$ cat config.mk
export PLATFORM = sky130hd
export DESIGN_NAME = mem_stage_lsu_flat
export DESIGN_NICKNAME = d
export VERILOG_FILES = /design/src/rtl/mem_stage_lsu_if.sv /design/src/rtl/mem_stage_lsu.sv /design/src/flat_wrapper.sv
export SDC_FILE = /design/constraint.sdc
export NUM_CORES = 1
export LEC_CHECK = 0
export ABC_CLOCK_PERIOD_IN_PS = 4450
export CAP_MARGIN = 40
export CORE_AREA = 2 2 168 170
export CTS_CLUSTER_SIZE = 24
export DETAILED_ROUTE_END_ITERATION = 10
export DIE_AREA = 0 0 170 172
export PLACE_DENSITY = 0.81
export REMOVE_ABC_BUFFERS = 1
export SYNTH_ARGS = -nofsm -noshare
export SYNTH_HDL_FRONTEND = slang
export SYNTH_SLANG_ARGS = --single-unit
$ cat constraint.sdc
create_clock -name clk -period 4.45 [get_ports clk]
set_input_delay 0.445 -clock clk [delete_from_list [all_inputs] [get_ports clk]]
set_output_delay 0.445 -clock clk [all_outputs]
set_load 0.02 [all_outputs]
$ cat src/rtl/mem_stage_lsu_if.sv
// Execute/writeback handshake plus D-cache core bus bundle for mem_stage_lsu.
// master = the memory stage, slave = the surrounding pipeline and cache.
interface mem_stage_lsu_if #(
  parameter int ADDR_W = 64,
  parameter int DATA_W = 64,
  parameter int TAG_W  = 13
);
  logic                in_valid, in_ready, in_is_load, in_is_store, in_sign;
  logic [ADDR_W-1:0]   in_addr;
  logic [63:0]         in_store_data;
  logic [1:0]          in_size;
  logic [TAG_W-1:0]    in_tag;
  logic                out_valid, out_ready, out_fault, stall_out;
  logic [63:0]         out_load_data;
  logic                req_cyc, req_we, req_ack;
  logic [ADDR_W-1:0]   req_addr;
  logic [DATA_W-1:0]   req_data;
  logic [DATA_W/8-1:0] req_be;
  logic [TAG_W-1:0]    req_tag;
  logic                resp_cyc, resp_ack;
  logic [DATA_W-1:0]   resp_data;

  modport master (
    input  in_valid, in_is_load, in_is_store, in_addr, in_store_data, in_size, in_sign, in_tag,
           out_ready, req_ack, resp_cyc, resp_data,
    output in_ready, out_valid, out_load_data, out_fault, stall_out,
           req_cyc, req_we, req_addr, req_data, req_be, req_tag, resp_ack
  );
  modport slave (
    output in_valid, in_is_load, in_is_store, in_addr, in_store_data, in_size, in_sign, in_tag,
           out_ready, req_ack, resp_cyc, resp_data,
    input  in_ready, out_valid, out_load_data, out_fault, stall_out,
           req_cyc, req_we, req_addr, req_data, req_be, req_tag, resp_ack
  );
endinterface

$ cat src/rtl/mem_stage_lsu.sv
// Load/store memory stage: sub-word loads/stores, misalignment faults, writeback back-pressure.
// Optional bus watchdog enabled by defining MEM_STAGE_TIMEOUT_EN.
module mem_stage_lsu #(
  parameter int ADDR_W         = 64,
  parameter int DATA_W         = 64,
  parameter int TAG_W          = 13,
  parameter int TIMEOUT_CYCLES = 255
)(
  input  logic            clk,
  input  logic            reset,
  mem_stage_lsu_if.master bus
);
  localparam int BE_W  = DATA_W / 8;
  localparam int OFF_W = $clog2(BE_W);
  localparam logic [1:0] IDLE = 2'd0, REQ = 2'd1, RESP = 2'd2, HOLD = 2'd3;

  logic [1:0]        state_q, state_d;
  logic              req_we_q, req_we_d;
  logic [ADDR_W-1:0] req_addr_q, req_addr_d;
  logic [DATA_W-1:0] req_data_q, req_data_d;
  logic [BE_W-1:0]   req_be_q, req_be_d;
  logic [TAG_W-1:0]  req_tag_q, req_tag_d;
  logic [OFF_W-1:0]  off_q, off_d;
  logic [1:0]        size_q, size_d;
  logic              sign_q, sign_d, is_load_q, is_load_d;
  logic [63:0]       load_data_q, load_data_d;
  logic              fault_q, fault_d, resp_ack_q, resp_ack_d;
  logic [7:0]        lane_mask;
  logic [2:0]        sz_mask;
  logic              misal, tmo_hit;

  function automatic logic [63:0] extract(input logic [DATA_W-1:0] d, input logic [OFF_W-1:0] off,
                                          input logic [1:0] sz, input logic sgn);
    logic [DATA_W-1:0] sh;
    sh = d >> {off, 3'b000};
    case (sz)
      2'd0:    return {{56{sgn & sh[7]}},  sh[7:0]};
      2'd1:    return {{48{sgn & sh[15]}}, sh[15:0]};
      2'd2:    return {{32{sgn & sh[31]}}, sh[31:0]};
      default: return sh[63:0];
    endcase
  endfunction

`ifdef MEM_STAGE_TIMEOUT_EN
  localparam int CNT_W = ($clog2(TIMEOUT_CYCLES + 1) > 8) ? $clog2(TIMEOUT_CYCLES + 1) : 8;
  logic [CNT_W-1:0] tmo_q, tmo_d;
  logic             busy;

  // Counter sits at zero outside REQ/RESP, so entering REQ always starts from zero.
  always_comb begin
    busy    = (state_q == REQ) || (state_q == RESP);
    tmo_d   = busy ? tmo_q + 1'b1 : '0;
    tmo_hit = busy && (tmo_q == CNT_W'(TIMEOUT_CYCLES - 1));
  end

  always_ff @(posedge clk or negedge reset) begin
    if (!reset) tmo_q <= '0;
    else        tmo_q <= tmo_d;
  end
`else
  assign tmo_hit = 1'b0;
`endif

  always_comb begin
    case (bus.in_size)
      2'd0:    begin lane_mask = 8'h01; sz_mask = 3'd0; end
      2'd1:    begin lane_mask = 8'h03; sz_mask = 3'd1; end
      2'd2:    begin lane_mask = 8'h0F; sz_mask = 3'd3; end
      default: begin lane_mask = 8'hFF; sz_mask = 3'd7; end
    endcase
    misal = |(bus.in_addr[2:0] & sz_mask);
  end

  always_comb begin
    state_d     = state_q;
    req_we_d    = req_we_q;
    req_addr_d  = req_addr_q;
    req_data_d  = req_data_q;
    req_be_d    = req_be_q;
    req_tag_d   = req_tag_q;
    off_d       = off_q;
    size_d      = size_q;
    sign_d      = sign_q;
    is_load_d   = is_load_q;
    load_data_d = load_data_q;
    fault_d     = fault_q;
    resp_ack_d  = 1'b0;
    case (state_q)
      IDLE: begin
        resp_ack_d = bus.resp_cyc;  // stray response: ack and drop
        if (bus.in_valid) begin
          // load+store together is illegal; the load wins
          is_load_d   = bus.in_is_load;
          req_we_d    = bus.in_is_store & ~bus.in_is_load;
          off_d       = bus.in_addr[OFF_W-1:0];
          size_d      = bus.in_size;
          sign_d      = bus.in_sign;
          req_tag_d   = bus.in_tag;
          req_addr_d  = bus.in_addr & ~ADDR_W'(BE_W - 1);
          req_data_d  = DATA_W'(bus.in_store_data) << {bus.in_addr[OFF_W-1:0], 3'b000};
          req_be_d    = BE_W'(lane_mask) << bus.in_addr[OFF_W-1:0];
          load_data_d = '0;
          fault_d     = 1'b0;
          if (!(bus.in_is_load || bus.in_is_store)) state_d = HOLD;
          else if (misal) begin fault_d = 1'b1; state_d = HOLD; end
          else state_d = REQ;
        end
      end
      REQ: begin
        if (bus.req_ack) begin
          if (bus.resp_cyc) begin
            load_data_d = is_load_q ? extract(bus.resp_data, off_q, size_q, sign_q) : '0;
            resp_ack_d  = 1'b1;
            state_d     = HOLD;
          end else state_d = RESP;
        end else if (tmo_hit) begin
          fault_d = 1'b1; load_data_d = '0; state_d = HOLD;
        end
      end
      RESP: begin
        if (bus.resp_cyc) begin
          load_data_d = is_load_q ? extract(bus.resp_data, off_q, size_q, sign_q) : '0;
          resp_ack_d  = 1'b1;
          state_d     = HOLD;
        end else if (tmo_hit) begin
          fault_d = 1'b1; load_data_d = '0; state_d = HOLD;
        end
      end
      default: begin
        resp_ack_d = bus.resp_cyc;
        if (bus.out_ready) begin
          state_d = IDLE; load_data_d = '0; fault_d = 1'b0;
        end
      end
    endcase
  end

  always_ff @(posedge clk or negedge reset) begin
    if (!reset) begin
      state_q <= IDLE;  req_we_q <= 1'b0;  req_addr_q <= '0;  req_data_q <= '0;
      req_be_q <= '0;   req_tag_q <= '0;   off_q <= '0;       size_q <= '0;
      sign_q <= 1'b0;   is_load_q <= 1'b0; load_data_q <= '0; fault_q <= 1'b0;
      resp_ack_q <= 1'b0;
    end else begin
      state_q <= state_d;  req_we_q <= req_we_d;   req_addr_q <= req_addr_d;   req_data_q <= req_data_d;
      req_be_q <= req_be_d; req_tag_q <= req_tag_d; off_q <= off_d;             size_q <= size_d;
      sign_q <= sign_d;    is_load_q <= is_load_d; load_data_q <= load_data_d; fault_q <= fault_d;
      resp_ack_q <= resp_ack_d;
    end
  end

  assign bus.in_ready      = (state_q == IDLE);
  assign bus.stall_out     = bus.in_valid & (state_q != IDLE);
  assign bus.out_valid     = (state_q == HOLD);
  assign bus.out_load_data = load_data_q;
  assign bus.out_fault     = fault_q;
  assign bus.req_cyc       = (state_q == REQ);
  assign bus.req_we        = req_we_q;
  assign bus.req_addr      = req_addr_q;
  assign bus.req_data      = req_data_q;
  assign bus.req_be        = req_be_q;
  assign bus.req_tag       = req_tag_q;
  assign bus.resp_ack      = resp_ack_q;

  a_no_ld_st: assert property (@(posedge clk) disable iff (!reset)
    (bus.in_valid && bus.in_ready) |-> !(bus.in_is_load && bus.in_is_store));
endmodule

$ cat src/flat_wrapper.sv
// flat-port wrapper written by rule: the top's interface ports become plain ports
module mem_stage_lsu_flat 
#(
  parameter int ADDR_W         = 64,
  parameter int DATA_W         = 64,
  parameter int TAG_W          = 13,
  parameter int TIMEOUT_CYCLES = 255
)
  (clk, reset, bus_in_valid, bus_in_is_load, bus_in_is_store, bus_in_addr, bus_in_store_data, bus_in_size, bus_in_sign, bus_in_tag, bus_out_ready, bus_req_ack, bus_resp_cyc, bus_resp_data, bus_in_ready, bus_out_valid, bus_out_load_data, bus_out_fault, bus_stall_out, bus_req_cyc, bus_req_we, bus_req_addr, bus_req_data, bus_req_be, bus_req_tag, bus_resp_ack);
  mem_stage_lsu_if #(.ADDR_W(ADDR_W), .DATA_W(DATA_W), .TAG_W(TAG_W)) bus_i ();
  input  logic clk;
  input  logic reset;
  input wire logic [$bits(bus_i.in_valid)-1:0] bus_in_valid;
  input wire logic [$bits(bus_i.in_is_load)-1:0] bus_in_is_load;
  input wire logic [$bits(bus_i.in_is_store)-1:0] bus_in_is_store;
  input wire logic [$bits(bus_i.in_addr)-1:0] bus_in_addr;
  input wire logic [$bits(bus_i.in_store_data)-1:0] bus_in_store_data;
  input wire logic [$bits(bus_i.in_size)-1:0] bus_in_size;
  input wire logic [$bits(bus_i.in_sign)-1:0] bus_in_sign;
  input wire logic [$bits(bus_i.in_tag)-1:0] bus_in_tag;
  input wire logic [$bits(bus_i.out_ready)-1:0] bus_out_ready;
  input wire logic [$bits(bus_i.req_ack)-1:0] bus_req_ack;
  input wire logic [$bits(bus_i.resp_cyc)-1:0] bus_resp_cyc;
  input wire logic [$bits(bus_i.resp_data)-1:0] bus_resp_data;
  output wire logic [$bits(bus_i.in_ready)-1:0] bus_in_ready;
  output wire logic [$bits(bus_i.out_valid)-1:0] bus_out_valid;
  output wire logic [$bits(bus_i.out_load_data)-1:0] bus_out_load_data;
  output wire logic [$bits(bus_i.out_fault)-1:0] bus_out_fault;
  output wire logic [$bits(bus_i.stall_out)-1:0] bus_stall_out;
  output wire logic [$bits(bus_i.req_cyc)-1:0] bus_req_cyc;
  output wire logic [$bits(bus_i.req_we)-1:0] bus_req_we;
  output wire logic [$bits(bus_i.req_addr)-1:0] bus_req_addr;
  output wire logic [$bits(bus_i.req_data)-1:0] bus_req_data;
  output wire logic [$bits(bus_i.req_be)-1:0] bus_req_be;
  output wire logic [$bits(bus_i.req_tag)-1:0] bus_req_tag;
  output wire logic [$bits(bus_i.resp_ack)-1:0] bus_resp_ack;
  assign bus_i.in_valid = bus_in_valid;
  assign bus_i.in_is_load = bus_in_is_load;
  assign bus_i.in_is_store = bus_in_is_store;
  assign bus_i.in_addr = bus_in_addr;
  assign bus_i.in_store_data = bus_in_store_data;
  assign bus_i.in_size = bus_in_size;
  assign bus_i.in_sign = bus_in_sign;
  assign bus_i.in_tag = bus_in_tag;
  assign bus_i.out_ready = bus_out_ready;
  assign bus_i.req_ack = bus_req_ack;
  assign bus_i.resp_cyc = bus_resp_cyc;
  assign bus_i.resp_data = bus_resp_data;
  assign bus_in_ready = bus_i.in_ready;
  assign bus_out_valid = bus_i.out_valid;
  assign bus_out_load_data = bus_i.out_load_data;
  assign bus_out_fault = bus_i.out_fault;
  assign bus_stall_out = bus_i.stall_out;
  assign bus_req_cyc = bus_i.req_cyc;
  assign bus_req_we = bus_i.req_we;
  assign bus_req_addr = bus_i.req_addr;
  assign bus_req_data = bus_i.req_data;
  assign bus_req_be = bus_i.req_be;
  assign bus_req_tag = bus_i.req_tag;
  assign bus_resp_ack = bus_i.resp_ack;
  mem_stage_lsu #(.ADDR_W(ADDR_W), .DATA_W(DATA_W), .TAG_W(TAG_W), .TIMEOUT_CYCLES(TIMEOUT_CYCLES)) u_core (.clk(clk), .reset(reset), .bus(bus_i));
endmodule
Word level (Yosys, flattened, before mapping):

Cells that the tools add are included.

* input bits: 216
* output and inout port bits: 220
* register bits: 222

* eq/ne operators: 10
* mux-type cells: 25
* shift operators: 3
* bitwise logic cells: 8
* reduce and logical (&&, ||, !) cells: 13

Operator list (count)
* $pmux W64 S3: 2
* $mux W64: 5
* $shl A64 B6 Y64: 1
* $shr A64 B6 Y64: 1
* $pmux W8 S3: 1
* $mux W2: 6
* $pmux W3 S3: 1
* $eq A2 B2 Y1 const B: 4
* $shl A8 B3 Y8: 1
* $mux W1: 7
* $eq A2 B1 Y1 const B: 3
* $logic_not A2 Y1: 3
* $ne A2 B2 Y1 const B: 3
* $pmux W2 S3: 1
* $reduce_and A3 Y1: 2
* $and A1 B1 Y1: 5
* $pmux W1 S2: 2
* $reduce_and A4 Y1: 1
* $reduce_bool A2 Y1: 2
* $reduce_bool A4 Y1: 1
* $and A3 B3 Y3: 1
* $reduce_or A3 Y1: 1
* $not A1 Y1: 2
* $reduce_and A2 Y1: 1
* 2 further kinds: 2

Longest topological paths before layout:

Gate-level depths: netlist (run 1).

* word-level depth: 8
* depth in mapped cells: 9
* gate-level depth less buffers: 7

Worst setup path before layout (run 1):

No wires, ideal clock.

* path type: reg2reg
* start: reg u_core.state_q[0]
* end: reg u_core.load_data_q[48] (netlist: u_core.bus.out_load_data[48])
* data required time: 4.367 ns
* buffers on the path: 2
* library setup time: 0.083 ns
* stages on the path, launching flop included: 10
* clock period less this slack: 2.213 ns
* arrival time: 2.131 ns
* path slack: 2.237 ns
* path through: dfrtp_1 > inv_1 > ha_1 > nand2_1 > a22oi_1 > and4_1 > clkbuf_1 > clkbuf_1 > o21ai_0 > o21ai_0

* word-level cells in the longest chain between the ends: 3
* elaborated cells on any way between the ends: 8
* those cells by class: eq/ne (4); mux (1); reduce/logical (3)

Ends and longest elaborated chain
* start, declared: line mem_stage_lsu.sv:17 `logic [1:0] state_q, state_d;`
* start signal, assigned: line mem_stage_lsu.sv:145 `state_q <= state_d; req_we_q <= req_we_d; req_addr_q <= req_addr_d; req_data_q <= req_data_d;`
* $logic_not A2 Y1 (*)
* via bus_in_ready: line flat_wrapper.sv:25 `output wire logic [$bits(bus_i.in_ready)-1:0] bus_in_ready;`
* $reduce_bool A4 Y1 (no source line) / $ne A2 B2 Y1 (equally long branches)
* $reduce_and A3 Y1 (no source line)
* end signal, assigned: line mem_stage_lsu.sv:147 `sign_q <= sign_d; is_load_q <= is_load_d; load_data_q <= load_data_d; fault_q <= fault_d;`
* end, declared: line mem_stage_lsu.sv:26 `logic [63:0] load_data_q, load_data_d;`

Mark *: on every way through the listed nets, which the timed path passes. The rest lies on a longest branch.
A chain may end at the register's enable or synchronous reset.

Worst setup path after layout (run 1):

* start: reg u_core.off_q[2]
* end: reg u_core.load_data_q[50] (netlist: u_core.bus.out_load_data[50])

* word-level cells in the longest chain between the ends: 7
* elaborated cells on any way between the ends: 9
* those cells by class: shift (1); mux (5); bitwise (3)

Ends and longest elaborated chain
* start, declared: line mem_stage_lsu.sv:23 `logic [OFF_W-1:0] off_q, off_d;`
* start signal, assigned: line mem_stage_lsu.sv:141 `req_be_q <= '0; req_tag_q <= '0; off_q <= '0; size_q <= '0;`
* start signal, assigned: line mem_stage_lsu.sv:146 `req_be_q <= req_be_d; req_tag_q <= req_tag_d; off_q <= off_d; size_q <= size_d;`
* $shr A64 B6 Y64 (*): line mem_stage_lsu.sv:35 `sh = d >> {off, 3'b000};`
* $and A1 B1 Y1, on equally long branches: line mem_stage_lsu.sv:39, mem_stage_lsu.sv:37, mem_stage_lsu.sv:38
* $pmux W64 S3 (*): line mem_stage_lsu.sv:36 `case (sz)`
* $mux W64 (*): line mem_stage_lsu.sv:122 `load_data_d = is_load_q ? extract(bus.resp_data, off_q, size_q, sign_q) : '0;`
* $mux W64 (*): line mem_stage_lsu.sv:111 `if (bus.resp_cyc) begin`
* $mux W64: line mem_stage_lsu.sv:110 `if (bus.req_ack) begin`
* $pmux W64 S3 (*): line mem_stage_lsu.sv:88 `case (state_q)`

Every way passes the cells marked *; elsewhere a longest branch is shown, timed or not. The select of a mux whose other input is x is not followed.

==> results.sh, run 1 <==
export IMPL_reg2reg_depth=6
export IMPL_n_antenna_cell=0
export IMPL_slew_headroom=0.4085
export IMPL_yosysWarnings=0
export IMPL_tightest_slew_ps=884.1
export IMPL_placedCellCount=1978
export IMPL_swShare=0.4218
export IMPL_rsz0062_at_grt="no"
export IMPL_drive_gt1_frac=0.07752
export IMPL_place_ws_ps=1333
export IMPL_dpl_cell_area_mm2=0.01634
export IMPL_outcome="finished clean"
export IMPL_ant_nets=0
export IMPL_core_mm2=0.02748
export IMPL_clock_sinks=222
export IMPL_cp_data_required_time_ps=4820
export IMPL_htreeDepth=1
export IMPL_clk_path_buf_depth=3
export IMPL_synthArstFlopShare=1.000
export IMPL_hold_path_cell_count=3
export IMPL_synth_flop_cell="dfrtp_1"
export IMPL_synth_cells=1274
export IMPL_min_path_type="primary input to flip-flop"
export IMPL_drt_iter0_drc=1028
export IMPL_p_leak_nw=7.585
export IMPL_pwr_share_comb=0.522
export IMPL_cap_violations=0
export IMPL_fillers=2276
export IMPL_seqPwrFrac=0.298
export IMPL_cp_top_family="simple AND/OR/NAND/NOR gates"
export IMPL_die_area_mm2=0.02924
export IMPL_start_util=0.4273
export IMPL_port_buffers=432
export IMPL_seqCellArea_mm2=0.005559
export IMPL_setup_viol_count_final=0
export IMPL_grt_pass1_wl_mm=63.05
export IMPL_drt_wl_total_mm=41.43
export IMPL_ys_ff_latch=222
export IMPL_timing_final_crit_share=0.7120
export IMPL_wl_per_cell_um=20.48
export IMPL_stdcell_count=2023
export IMPL_cts_tree="built"
export IMPL_powerDensity_mw_per_mm2=670.0
export IMPL_syn_area_mm2=0.01174
export IMPL_critPathArrivalTime_ps=3540
export IMPL_antenna_found_initial=0
export IMPL_crit_buf_inv=1
export IMPL_synth_edf_count=0
export IMPL_grt_overflow_total=0
export IMPL_ys_seq_area_frac=0.4732
export IMPL_yosys_cell_types_count=54
export IMPL_nNetsFinal=1880
export IMPL_drc=0
export IMPL_timing_final_ws_setup_ps=1282
export IMPL_cts_buffers=25
export IMPL_holdWs_ps=435.4
export IMPL_path_cells="nor2_1 > a22oi_1 > and4_1 > nor3_2 > buf_4 > o21ai_0"
export IMPL_post_cts_resized=0
export IMPL_worst_path_stages=6
export IMPL_via_count=11470
export IMPL_p_sw_mw=4.853
export IMPL_gp_congestion=0.9043
export IMPL_skew_ps=25.78
export IMPL_internal_power_mw=6.653
export IMPL_multi_input_area_mm2=0.005717
export IMPL_crit_slowest_cell="nor2_1"
export IMPL_clk_latency_ps=540
export IMPL_clockRootBuffer="clkbuf_16"
export IMPL_grt_pass1_vias=11200
export IMPL_hold_viol=0
export IMPL_fmax_mhz=315.6
export IMPL_dieWidth_um=170
export IMPL_boundaryPins=436
export IMPL_dp_hpwl_mm=29.84
export IMPL_std_cell_rows=61
export IMPL_cp_max_fo=20
export IMPL_area_delta_synth_final_pct=46.26
export IMPL_critPathMaxStageDelay_ps=770
export IMPL_irDropWorstVdd_v=0.0004247
export IMPL_start_kind="flip-flop"
export IMPL_layout_min_cycle_time_ps=3168
export IMPL_critPathKind="flip-flop to flip-flop"
export IMPL_slew_viol_final=0
export IMPL_avgViaCountPerCell=5.667
export IMPL_grtUsageTotal=0.2744
export IMPL_clockPowerShare=0.180
export IMPL_grt_max_degree=106
export IMPL_tns_ps=0
export IMPL_synth_avg_cell_area_um2=9.215
export IMPL_design_area_mm2=0.01717
export IMPL_dr_pass1_iters=7
export IMPL_die_h_um=172
export IMPL_clkSlewWorstSetupHoldPaths_ps=60
export IMPL_crit_path_end_kind="flip-flop"
-- area by class of cell --
class                      instances  share of cell area
clock buffer                      31             0.04066
multi-input combinational        938              0.3329
tap                              346             0.02521
inverter                          10            0.002186
timing repair buffer             463              0.2680
clock inverter                    13            0.007286
sequential                       222              0.3237
-- power groups by stage --
| stage | clock (mW) | combinational, mW | sequential [mW] |
|---|---|---|---|
| finish | 2.08 | 6.00 | 3.43 |
| CTS | 2.11 | 6.01 | 3.42 |
| global route | 2.20 | 6.42 | 3.52 |
| floorplan | 0 | 2.15 | 4.37 |
| global placement | 0 | 5.84 | 3.41 |
| detailed placement | 0 | 5.98 | 3.43 |
-- worst reg2reg max path: stages (launching register included) --
cell	delay, ps
dfrtp_1	590
nor2_1	770
a22oi_1	200
and4_1	270
nor3_2	640
buf_4	370
o21ai_0	160
-- what timing repair did --
action	4_1_cts	5_1_grt
hold buffers	1	0
buffers inserted	0	0
endpoints found under the hold margin	20	0
-- cells in the final DEF (no fill, tap or decap), types with 4 or more instances in the layout --
cell	netlist	routed
mux2_2	23	23
and2_1	10	9
clkbuf_16	0	25
mux4_2	20	20
clkinv_2	0	8
buf_4	6	26
nand2b_1	15	15
nor2b_1	12	12
o21a_1	9	9
o221ai_1	8	8
nor2_1	20	19
inv_1	9	9
dfrtp_1	222	221
ha_1	4	4
o32ai_1	5	5
clkdlybuf4s50_1	0	428
nand2_1	401	400
o31ai_1	10	10
o211ai_1	7	7
a32oi_1	17	17
a211oi_1	16	16
a22oi_1	11	11
mux2i_1	100	100
o21ai_0	133	133
clkbuf_8	0	5
a22o_1	32	32
a31oi_1	10	10
a21oi_1	36	36
-- cells in the mapped netlist (all sizes together), types with 10 or more instances --
master	instances	area, um2
nor2b	12	75.07
a211oi	16	120.1
buf	33	185.2
o21ai	136	680.7
clkbuf	73	276.5
a21oi	36	180.2
nor2	20	75.07
a31oi	10	62.56
a22o	32	280.3
nand2b	15	93.84
o31ai	10	75.07
nand2	401	1505
a22oi	11	82.58
mux2i	100	1001
dfrtp	222	5555
mux2	23	259.0
a32oi	17	148.9
mux4	20	450.4
and2	10	62.56
-- logic make-up after synthesis --
| logic type | after synthesis | share of synthesized area |
|---|---|---|
| mux | 143 | 0.1457 |
| flops | 222 | 0.4732 |
| compound gates | 310 | 0.1681 |
| fa+ha+maj | 4 | 0.004263 |
| simple gates | 478 | 0.1659 |
| other cells | 1 | 0.0003194 |
| buf+inv | 116 | 0.04252 |
-- flip-flops by register name (all words and copies together), names as in the netlist --
register and count:
u_core.bus.out_fault 1, u_core.bus.out_load_data 64, u_core.bus.req_addr 61, u_core.bus.req_be 8
u_core.bus.req_data 64, u_core.bus.req_tag 13, u_core.bus.req_we 1, u_core.bus.resp_ack 1
u_core.is_load_q 1, u_core.off_q 3, u_core.sign_q 1, u_core.size_q 2
u_core.state_q 2
-- metal layers --
metal | global-route usage | vias up | share of wire
met5 | 0 | - | 0
met4 | 0.09625 | 0 | 0.036
met3 | 0.07256 | 100 | 0.096
met2 | 0.4729 | 603 | 0.49
met1 | 0.3340 | 5546 | 0.38
li1 | - | 5216 | -
-- per-stage QoR --
| stage | utilization | total power [mW] |
|---|---|---|
| 2_1_floorplan | - | 6.517 |
| 3_3_place_gp | 0.5912 | 9.249 |
| 3_5_place_dp | 0.5946 | 9.414 |
| 4_1_cts | 0.6250 | 11.54 |
| 5_1_grt | 0.6250 | 12.14 |
| 6_report | 0.6250 | 11.51 |
-- worst paths after layout --
check,end,slack [ps],from
setup / recovery,u_core.bus.out_load_data[50],1280,u_core.off_q[2]
hold / removal,u_core.bus.req_addr[27],440,bus_in_addr[27]
setup reg to reg,u_core.bus.out_load_data[50],1280,u_core.off_q[2]
hold reg to reg,u_core.bus.req_addr[20],470,u_core.bus.req_addr[20]
max in group asynchronous,u_core.bus.req_addr[39],2790,reset
min in group asynchronous,u_core.bus.out_load_data[63],560,reset
(Power assumes the default switching activity.)
==> inputs of run 2 (changes only) <==
--- a/config.mk
+++ b/config.mk
@@ -5,12 +5,12 @@
 export SDC_FILE = /design/constraint.sdc
 export NUM_CORES = 1
 export LEC_CHECK = 0
-export ABC_CLOCK_PERIOD_IN_PS = 4450
+export ABC_CLOCK_PERIOD_IN_PS = 2700
 export CAP_MARGIN = 40
-export CORE_AREA = 2 2 168 170
+export CORE_MARGIN = 2
+export CORE_UTILIZATION = 41
 export CTS_CLUSTER_SIZE = 24
 export DETAILED_ROUTE_END_ITERATION = 10
-export DIE_AREA = 0 0 170 172
 export PLACE_DENSITY = 0.81
 export REMOVE_ABC_BUFFERS = 1
 export SYNTH_ARGS = -nofsm -noshare
==> constraint.sdc (replaced) <==
create_clock -name clk -period 2.7 [get_ports clk]
set_input_delay 0.27 -clock clk [delete_from_list [all_inputs] [get_ports clk]]
set_output_delay 0.27 -clock clk [all_outputs]
set_load 0.02 [all_outputs]
==> run 2 against run 1 <==
- sequential cell count stayed put
- via count is 0.90% higher
- clock-buffer cell count is 4 higher
- highest routed layer is now met5
- combinational power is 72% higher
- first-iteration DRC count is 11% higher
- register-to-register slack worse by 1100 ps
- power is 69% higher
- die area is 2.6% higher
- sequential power is 62% higher
- critical path depth is 2 higher
- global-route usage is 0.086 points lower
==> results.sh, run 2 (synthesis gave the netlist of run 1 again) <==
export IMPL_outcome="finished clean"
export IMPL_area_delta_synth_final_pct=48.18
export IMPL_die_area_mm2=0.03000
export IMPL_cap_violations=0
export IMPL_timing_final_crit_share=0.9347
export IMPL_crit_path_end_kind="flip-flop"
export IMPL_grt_pass1_wl_mm=65.50
export IMPL_drt_wl_total_mm=42.64
export IMPL_grt_util_met1=0.3315
export IMPL_place_ws_ps=228.4
export IMPL_powerDensity_mw_per_mm2=1121
export IMPL_design_area_mm2=0.01740
export IMPL_drt_iter0_drc=1145
export IMPL_std_cell_rows=61
export IMPL_drc=0
export IMPL_grtUsageTotal=0.2736
export IMPL_clockRootBuffer="clkbuf_16"
export IMPL_tightest_slew_ps=826.9
export IMPL_final_common_cell="clkdlybuf4s50_1"
export IMPL_critPathKind="flip-flop to flip-flop"
export IMPL_skew_ps=10.62
export IMPL_die_h_um=173.2
export IMPL_slew_viol_final=0
export IMPL_grt_max_degree=73
export IMPL_clk_path_buf_depth=3
export IMPL_cp_top_family="compound AO/OA/AOI/OAI gates"
export IMPL_fmax_mhz=396.2
export IMPL_dp_hpwl_mm=31.01
export IMPL_ff2ff_setup_slack_ps=180
export IMPL_wl_per_cell_um=20.64
export IMPL_port_buffers=432
export IMPL_rsz0062_at_grt="no"
export IMPL_n_antenna_cell=0
export IMPL_dieWidth_um=173.2
export IMPL_critPathMaxStageDelay_ps=410
export IMPL_start_util=0.4191
export IMPL_antenna_found_initial=1
export IMPL_fillers=2289
export IMPL_use_met3=0.07719
export IMPL_critPathArrivalTime_ps=2950
export IMPL_cts_tree="built"
export IMPL_cts_buffers=24
export IMPL_globalRoute_busiestLayer="met2"
export IMPL_clkSlewWorstSetupHoldPaths_ps=60
export IMPL_p_leak_nw=7.661
export IMPL_path_cells="inv_1 > ha_1 > o21bai_1 > a22oi_1 > and4_1 > buf_12 > o21ai_1 > o211ai_1"
export IMPL_hold_viol=0
export IMPL_post_cts_repair_setup_buffers=0
export IMPL_post_cts_resized=0
export IMPL_final_util=0.6211
export IMPL_dpl_cell_area_mm2=0.01651
export IMPL_boundaryPins=436
export IMPL_tns_ps=0
export IMPL_final_cell_mix="428 x clkdlybuf4s50_1, 400 x nand2_1, 221 x dfrtp_1"
export IMPL_use_met2=0.4772
export IMPL_placedCellCount=2021
export IMPL_crit_slowest_cell="a22oi_1"
export IMPL_clk_latency_ps=520
export IMPL_nNetsFinal=1890
export IMPL_layout_min_cycle_time_ps=2524
export IMPL_grt_overflow_total=0
export IMPL_drive_gt1_frac=0.08175
export IMPL_stdcell_count=2066
export IMPL_gp_congestion=0.9302
export IMPL_slew_headroom=0.4476
export IMPL_core_mm2=0.02801
export IMPL_start_kind="flip-flop"
export IMPL_cp_data_required_time_ps=3130
export IMPL_min_path_type="primary input to flip-flop"
export IMPL_irDropWorstVdd_v=0.0009162
export IMPL_ant_nets=0
export IMPL_timing_final_ws_setup_ps=176.2
export IMPL_clock_sinks=222
export IMPL_setup_viol_count_final=0
export IMPL_grt_pass1_vias=11330
export IMPL_dr_pass1_iters=5
export IMPL_via_count=11570
export IMPL_cp_max_fo=42
export IMPL_avgViaCountPerCell=5.599
export IMPL_crit_buf_inv=2
export IMPL_htreeDepth=1
run 2: cell types whose count changed in the layout (fill, tap and decap cells not counted), moves of 2 or more:
cell       previous run  this run
clkbuf_1              1         4
clkinv_2              8         3
buf_12                2         7
buf_4                26        33
bufinv_16             2         4
run 2: final cells by class:
type / instances / area (um2) / area share
well taps: 378 / 473.0 / 0.02719
clock inverters: 9 / 150.1 / 0.008631
clock buffers: 35 / 723.2 / 0.04157
multi-input cells: 938 / 5717 / 0.3286
inverters: 10 / 37.54 / 0.002158
flip-flops and latches: 222 / 5559 / 0.3195
repair buffers: 474 / 4737 / 0.2723
run 2: worst register-to-register path: stages, from the launching register on:
cell	delay [ps]
dfrtp_1	400
inv_1	80
ha_1	300
o21bai_1	200
a22oi_1	410
and4_1	310
buf_12	210
o21ai_1	270
o211ai_1	260
run 2: final timing paths:
check / startpoint / to / cells past startpoint
max in group asynchronous: reset / u_core.bus.out_fault / 3
max: u_core.state_q[0] / u_core.bus.out_load_data[11] / 8
min reg2reg: u_core.bus.req_addr[21] / u_core.bus.req_addr[21] / 2
max reg2reg: u_core.state_q[0] / u_core.bus.out_load_data[11] / 8
min in group asynchronous: reset / u_core.bus.out_load_data[45] / 2
min: bus_in_addr[2] / u_core.bus.req_be[6] / 3
run 2: stage by stage:
step / power, mW / hold slack, ps
after CTS: 19.52 / 50.72
after floorplan: 10.74 / -25.59
after global placement: 15.51 / 188.6
final: 19.50 / 67.31
after detailed placement: 15.81 / 192.3
after global routing: 20.48 / 103.7
run 2: what timing repair did:
item | in CTS | in global routing
hold buffers | 1 | 0
hold endpoints to repair | 40 | 0
setup endpoints to repair | 0 | 0
run 2: power breakdown:
group | total, mW | internal [mW] | switching [mW] | leakage [nW]
combinational | 10.3 | 4.46 | 5.86 | 4.35
sequential | 5.54 | 4.65 | 0.885 | 2.88
clock | 3.64 | 2.24 | 1.40 | 0.424
total | 19.5 | 11.4 | 8.15 | 7.66
run 2: layer usage:
| layer | routed length [um] | part of all wire |
|---|---|---|
| met1 | 15860 | 0.37 |
| met2 | 21120 | 0.50 |
| met3 | 4402 | 0.10 |
| met4 | 1234 | 0.029 |
| met5 | 13 | 0.00030 |
==> inputs of run 3 (changes only) <==
--- a/config.mk
+++ b/config.mk
@@ -13,6 +13,7 @@
 export DETAILED_ROUTE_END_ITERATION = 10
 export PLACE_DENSITY = 0.81
 export REMOVE_ABC_BUFFERS = 1
+export SLEW_MARGIN = 25
 export SYNTH_ARGS = -nofsm -noshare
 export SYNTH_HDL_FRONTEND = slang
 export SYNTH_SLANG_ARGS = --single-unit
==> run 3 against run 2 <==
- power is 1.3% lower
- global-route usage about the same
- cell count is the same
- via count fell by 1.0%
- sequential power about the same
- cell area down 0.40%
- clock power decreased by 8.0%
- register-to-register slack improved by 90 ps
- critical path depth unchanged
- critical path type unchanged
- highest routed layer unchanged
==> results.sh, run 3 (synthesis gave the netlist of run 1 again) <==
export IMPL_min_path_type="primary input to flip-flop"
export IMPL_skew_ps=8.085
export IMPL_clkSlewWorstSetupHoldPaths_ps=60
export IMPL_place_ws_ps=192.5
export IMPL_grtUsageTotal=0.2734
export IMPL_cts_buffers=25
export IMPL_drive_gt1_frac=0.08126
export IMPL_die_area_mm2=0.03000
export IMPL_outcome="finished clean"
export IMPL_gp_congestion=0.9302
export IMPL_dieWidth_um=173.2
export IMPL_drc=0
export IMPL_setup_viol_count_final=0
export IMPL_seqCellArea_mm2=0.005559
export IMPL_timing_final_crit_share=0.9025
export IMPL_timing_final_ws_setup_ps=263.3
export IMPL_slew_viol_final=0
export IMPL_fillers=2300
export IMPL_htreeDepth=1
export IMPL_powerDensity_mw_per_mm2=1111
export IMPL_avgViaCountPerCell=5.541
export IMPL_cap_violations=0
export IMPL_multi_input_area_mm2=0.005732
export IMPL_placedCellCount=2019
export IMPL_fmax_mhz=410.4
export IMPL_rsz0062_at_grt="no"
export IMPL_final_cell_mix="428 x clkdlybuf4s50_1, 400 x nand2_1, 221 x dfrtp_1"
export IMPL_grt_overflow_total=0
export IMPL_grt_max_degree=73
export IMPL_die_h_um=173.2
export IMPL_start_kind="flip-flop"
export IMPL_start_util=0.4191
export IMPL_clock_sinks=222
export IMPL_slew_headroom=0.4484
export IMPL_layout_min_cycle_time_ps=2437
export IMPL_p_leak_nw=7.625
export IMPL_critPathKind="flip-flop to flip-flop"
export IMPL_stdcell_count=2066
export IMPL_clockRootBuffer="clkbuf_16"
export IMPL_nNetsFinal=1890
export IMPL_cp_data_required_time_ps=3120
export IMPL_via_count=11450
export IMPL_irDropWorstVdd_v=0.0007328
export IMPL_std_cell_rows=61
export IMPL_crit_path_end_kind="flip-flop"
export IMPL_tightest_slew_ps=822.9
export IMPL_dr_pass1_iters=6
export IMPL_grt_pass1_vias=11340
export IMPL_core_mm2=0.02801
export IMPL_critPathArrivalTime_ps=2860
export IMPL_boundaryPins=436
export IMPL_cts_tree="built"
export IMPL_clk_latency_ps=520
export IMPL_final_common_cell="clkdlybuf4s50_1"
export IMPL_dp_hpwl_mm=30.95
export IMPL_grt_pass1_wl_mm=65.47
export IMPL_area_delta_synth_final_pct=47.60
export IMPL_ant_nets=0
export IMPL_clk_path_buf_depth=3
export IMPL_drt_iter0_drc=1195
export IMPL_post_cts_repair_setup_buffers=0
export IMPL_holdWs_ps=80.78
export IMPL_drt_wl_total_mm=42.45
export IMPL_cp_max_fo=42
export IMPL_wl_per_cell_um=20.55
export IMPL_antenna_found_initial=3
export IMPL_hold_viol=0
export IMPL_port_buffers=432
-- run 3: changes by cell type in the layout (fill, tap and decap cells not counted), sizes merged --
cell / delta
clkinvlp: -1
diode: +2
bufinv: -2
clkinv: +3
buf: -1
inv: +1
clkbuf: -2
-- run 3: metrics by stage --
step | total power [mW] | utilization | TNS, ps | area (um2)
after global placement | 15.51 | 0.5875 | 0 | 16460
final | 19.24 | 0.6186 | 0 | 17330
after detailed placement | 15.83 | 0.5894 | 0 | 16510
after global routing | 20.25 | 0.6186 | 0 | 17330
after CTS | 19.26 | 0.6180 | 0 | 17310
after floorplan | 10.74 | - | -387350 | 11290
-- run 3: worst paths after layout --
kind,startpoint,endpoint,slack (ps),cells past startpoint
worst max-delay path,u_core.state_q[0],u_core.bus.out_load_data[14],260,8
worst min-delay path,bus_in_addr[2],u_core.bus.req_be[6],80,3
worst max register to register,u_core.state_q[0],u_core.bus.out_load_data[14],260,8
worst min register to register,u_core.bus.req_addr[40],u_core.bus.req_addr[40],470,2
max in group asynchronous,reset,u_core.bus.req_data[52],1480,3
min in group asynchronous,reset,u_core.bus.out_load_data[63],250,2
-- run 3: critical path, stage by stage, from the launching register on --
cell	delay (ps)
dfrtp_1	410
inv_1	90
ha_1	300
o21bai_1	210
a22oi_2	290
and4_1	290
buf_12	210
o21ai_1	250
o211ai_1	280
-- run 3: routing by layer --
layer	share of wire	global-route usage	vias up	wire length (um)
met3	0.10	0.07961	101	4308
li1	-	-	5235	-
met2	0.49	0.4605	646	20670
met4	0.038	0.1038	2	1613
met5	0.00031	0	-	13
met1	0.37	0.3320	5463	15840
-- run 3: cell type report --
type	instances	area share
inverter	10	0.002166
multi-input combinational	938	0.3308
clock buffer	33	0.03957
clock inverter	10	0.006138
sequential	222	0.3208
antenna	2	0.0002888
timing repair buffer	473	0.2729
tap	378	0.02729
-- run 3: what timing repair did --
| item | CTS | global route |
|---|---|---|
| resized for setup | 0 | 1 |
| hold buffers | 1 | 0 |
| setup endpoints to repair | 0 | 2 |
| hold endpoints to repair | 40 | 0 |
-- run 3: where the power goes --
group / switching, mW / internal (mW)
Clock: 1.38 / 1.97
Sequential: 0.893 / 4.65
Combinational: 5.87 / 4.48
Total: 8.14 / 11.1
==> edit: new RTL, flow settings as in run 2 <==
`DATA_W` is set to 64 in 3 places; all go to 256.
--- a/src/rtl/mem_stage_lsu_if.sv
+++ b/src/rtl/mem_stage_lsu_if.sv
@@ -3,5 +3,5 @@
 interface mem_stage_lsu_if #(
   parameter int ADDR_W = 64,
-  parameter int DATA_W = 64,
+  parameter int DATA_W = 256,
   parameter int TAG_W  = 13
 );
--- a/src/rtl/mem_stage_lsu.sv
+++ b/src/rtl/mem_stage_lsu.sv
@@ -3,5 +3,5 @@
 module mem_stage_lsu #(
   parameter int ADDR_W         = 64,
-  parameter int DATA_W         = 64,
+  parameter int DATA_W         = 256,
   parameter int TAG_W          = 13,
   parameter int TIMEOUT_CYCLES = 255
--- a/src/flat_wrapper.sv
+++ b/src/flat_wrapper.sv
@@ -3,5 +3,5 @@
 #(
   parameter int ADDR_W         = 64,
-  parameter int DATA_W         = 64,
+  parameter int DATA_W         = 256,
   parameter int TAG_W          = 13,
   parameter int TIMEOUT_CYCLES = 255
Interface: changed (resized bus_req_be, bus_req_data and bus_resp_data); port bits go from 436 to 844. No check against the original RTL was run, so the function may have changed too.
==> edit against run 2 <==
- clock power grew 92%
- critical path type unchanged
- critical path depth is the same
- synthesized cell count grew 130%
- wire length grew to 3.4 times the old value
- worst setup slack lost 0.099 ns
- combinational power grew to 2.9 times the old value
- total power grew 140%
- final area grew 140%
- first-iteration DRC count grew to 4.0 times the old value
- global-route usage grew 11 points
- area after synthesis grew 150%
- sequential cell count grew 216
==> edit: results (changes against run 2) <==
outcome=completed; yosys warns=0 (unchanged); CTS H-tree depth=2 (+1); sequential fraction of the synthesis area=37.6% (-9.7 points); Yosys cell types=69 (+28%); Post-synth top cells=594 x nand2_1, 438 x dfrtp_1, 280 x mux2i_1, 210 x o21ai_0, 191 x mux4_2; net count reported at finish=4146 (+120%); via/cell ratio=6.46 (+15%); first-pass GRT wire length=207 mm (+220%); GPL Wtd Cong=1.01 (+8.9%); Largest register FFs=256; internal cell power=26.2 mW (+130%); Post-synth EDFFs=0 (unchanged); Cell Count, Final, Fillers Out=4724 (+130%); placed instance count=4612 (+130%); post-DP HPWL=112 mm (+260%); PortBufs=838 (+94%); CP max FO=32 (-24%); DR iter-0 viols=4636 (+300%); number of antenna violations at the first check in global routing=18 (+17); DRT Pass-1 Iters=6 (+1); ratio of cells with drive above 1 in the final layout=15.9% (+7.7 points); number of global-route vias before repair=29500 (+160%); async set or reset register ratio after synthesis=100% (unchanged); gr usage total=38.2% (+11 points); worst vdd ir=0.000835 V (-8.9%); reg2reg setup slack=0.08 ns (-0.10 ns); Fin Hold WS=0.190 ns (+0.123 ns); synth top area cells=dfrtp_1 38%, mux4_2 15%, mux2i_1 9.6%; total negative slack=0 ns (unchanged); largest net degree at the start of global routing=100 (+37%); Worst-path clk slew=0.07 ns; Placed Area=0.0395 mm² (+140%); Min-Delay Path Class=in2reg; CTS Root Buffer Type=clkbuf_16; post-synthesis area per instance=10.1 µm² (+10%); top_reg_cell synth=dfrtp_1; Worst Path Arrival=3.13 ns (+0.18 ns); wire per inst=30.8 µm (+49%); leakage power=17.3 nW (+130%); Worst-Skew Late Latency=0.60 ns (+0.08 ns); Tightest Pin Transition=0.834 ns (+0.00757 ns); CTS max path bufs=3 (unchanged); TritonCTS Buffers=49 (+100%); skew final=0.0206 ns (+0.0100 ns)
==> edit: critical path, stage by stage (launching register included) <==
cell and delay (ns):
dfrtp_4 0.53, buf_12 0.18, mux2i_1 0.15, mux4_2 0.49, a22o_1 0.33, a2111oi_4 0.27
a2111oi_4 0.10, buf_12 0.20, o31ai_2 0.26
==> edit: what timing repair did <==
| item | in CTS | in global routing |
|---|---|---|
| gates cloned | 0 | 5 |
| setup endpoints to repair | 1 | 54 |
| hold buffers | 1 | 0 |
| buffers inserted | 0 | 5 |
| hold endpoints to repair | 53 | 0 |
| pin swaps | 0 | 2 |
| resized for setup | 1 | 20 |
==> edit: area by class of cell <==
cell class	count	area, µm²
clock buffer	63	1330
tap	940	1180
clock inverter	24	302
fill	5810	28800
inverter	23	87.6
antenna	14	35.0
multi-input combinational	2145	16800
timing repair buffer	1077	10700
sequential	438	11000
==> edit: kinds of logic after synthesis <==
kind of cell	Yosys count	share of synthesized area (%)
adders and majority gates	5	0.206
and+or+nand+nor	836	11.9
AOI/OAI and AO/OA	773	18.7
muxes	526	26.5
DFF	438	37.6
other	1	0.0129
buffers and inverters	297	5.05
==> edit: power by group through the flow <==
stage	sequential [mW]	clock [mW]	combinational [mW]
after floorplan	13.5	0	9.64
after global placement	10.8	0	28.5
after detailed placement	10.9	0	28.8
after CTS	10.9	7.03	28.9
after global routing	11.2	7.28	31.1
final	11.0	6.98	29.7
==> edit: per-layer routing <==
metal  GRT usage, %  vias to the layer above  routed length, µm
met5              0                        -                 50
met4           23.2                        8              11600
met3           9.93                      552              16700
met2           62.0                     2483              67000
met1           45.6                    15000              50000
li1               -                    12500                  -
==> edit: per-stage QoR <==
step	worst slack, ns	total power [mW]
finish	0.0775	47.7
global route	-0.0154	49.5
CTS	0.0256	46.7
detailed placement	-0.0251	39.7
global placement	0.0253	39.3
floorplan	-9.94	23.2
==> edit: worst paths after layout <==
check / end / start / cells after the start
max: u_core.bus.out_load_data[46]$_DFFE_PN0P_ / u_core.off_q[0]$_DFFE_PN0P_ / 8
min: u_core.bus.req_addr[22]$_DFFE_PN0P_ / bus_in_addr[22] / 3
max reg2reg: u_core.bus.out_load_data[46]$_DFFE_PN0P_ / u_core.off_q[0]$_DFFE_PN0P_ / 8
min reg2reg: u_core.bus.req_addr[9]$_DFFE_PN0P_ / u_core.bus.req_addr[9]$_DFFE_PN0P_ / 2
max in group asynchronous: u_core.bus.req_addr[63]$_DFFE_PN0P_ / reset / 3
min in group asynchronous: u_core.bus.req_tag[6]$_DFFE_PN0P_ / reset / 2
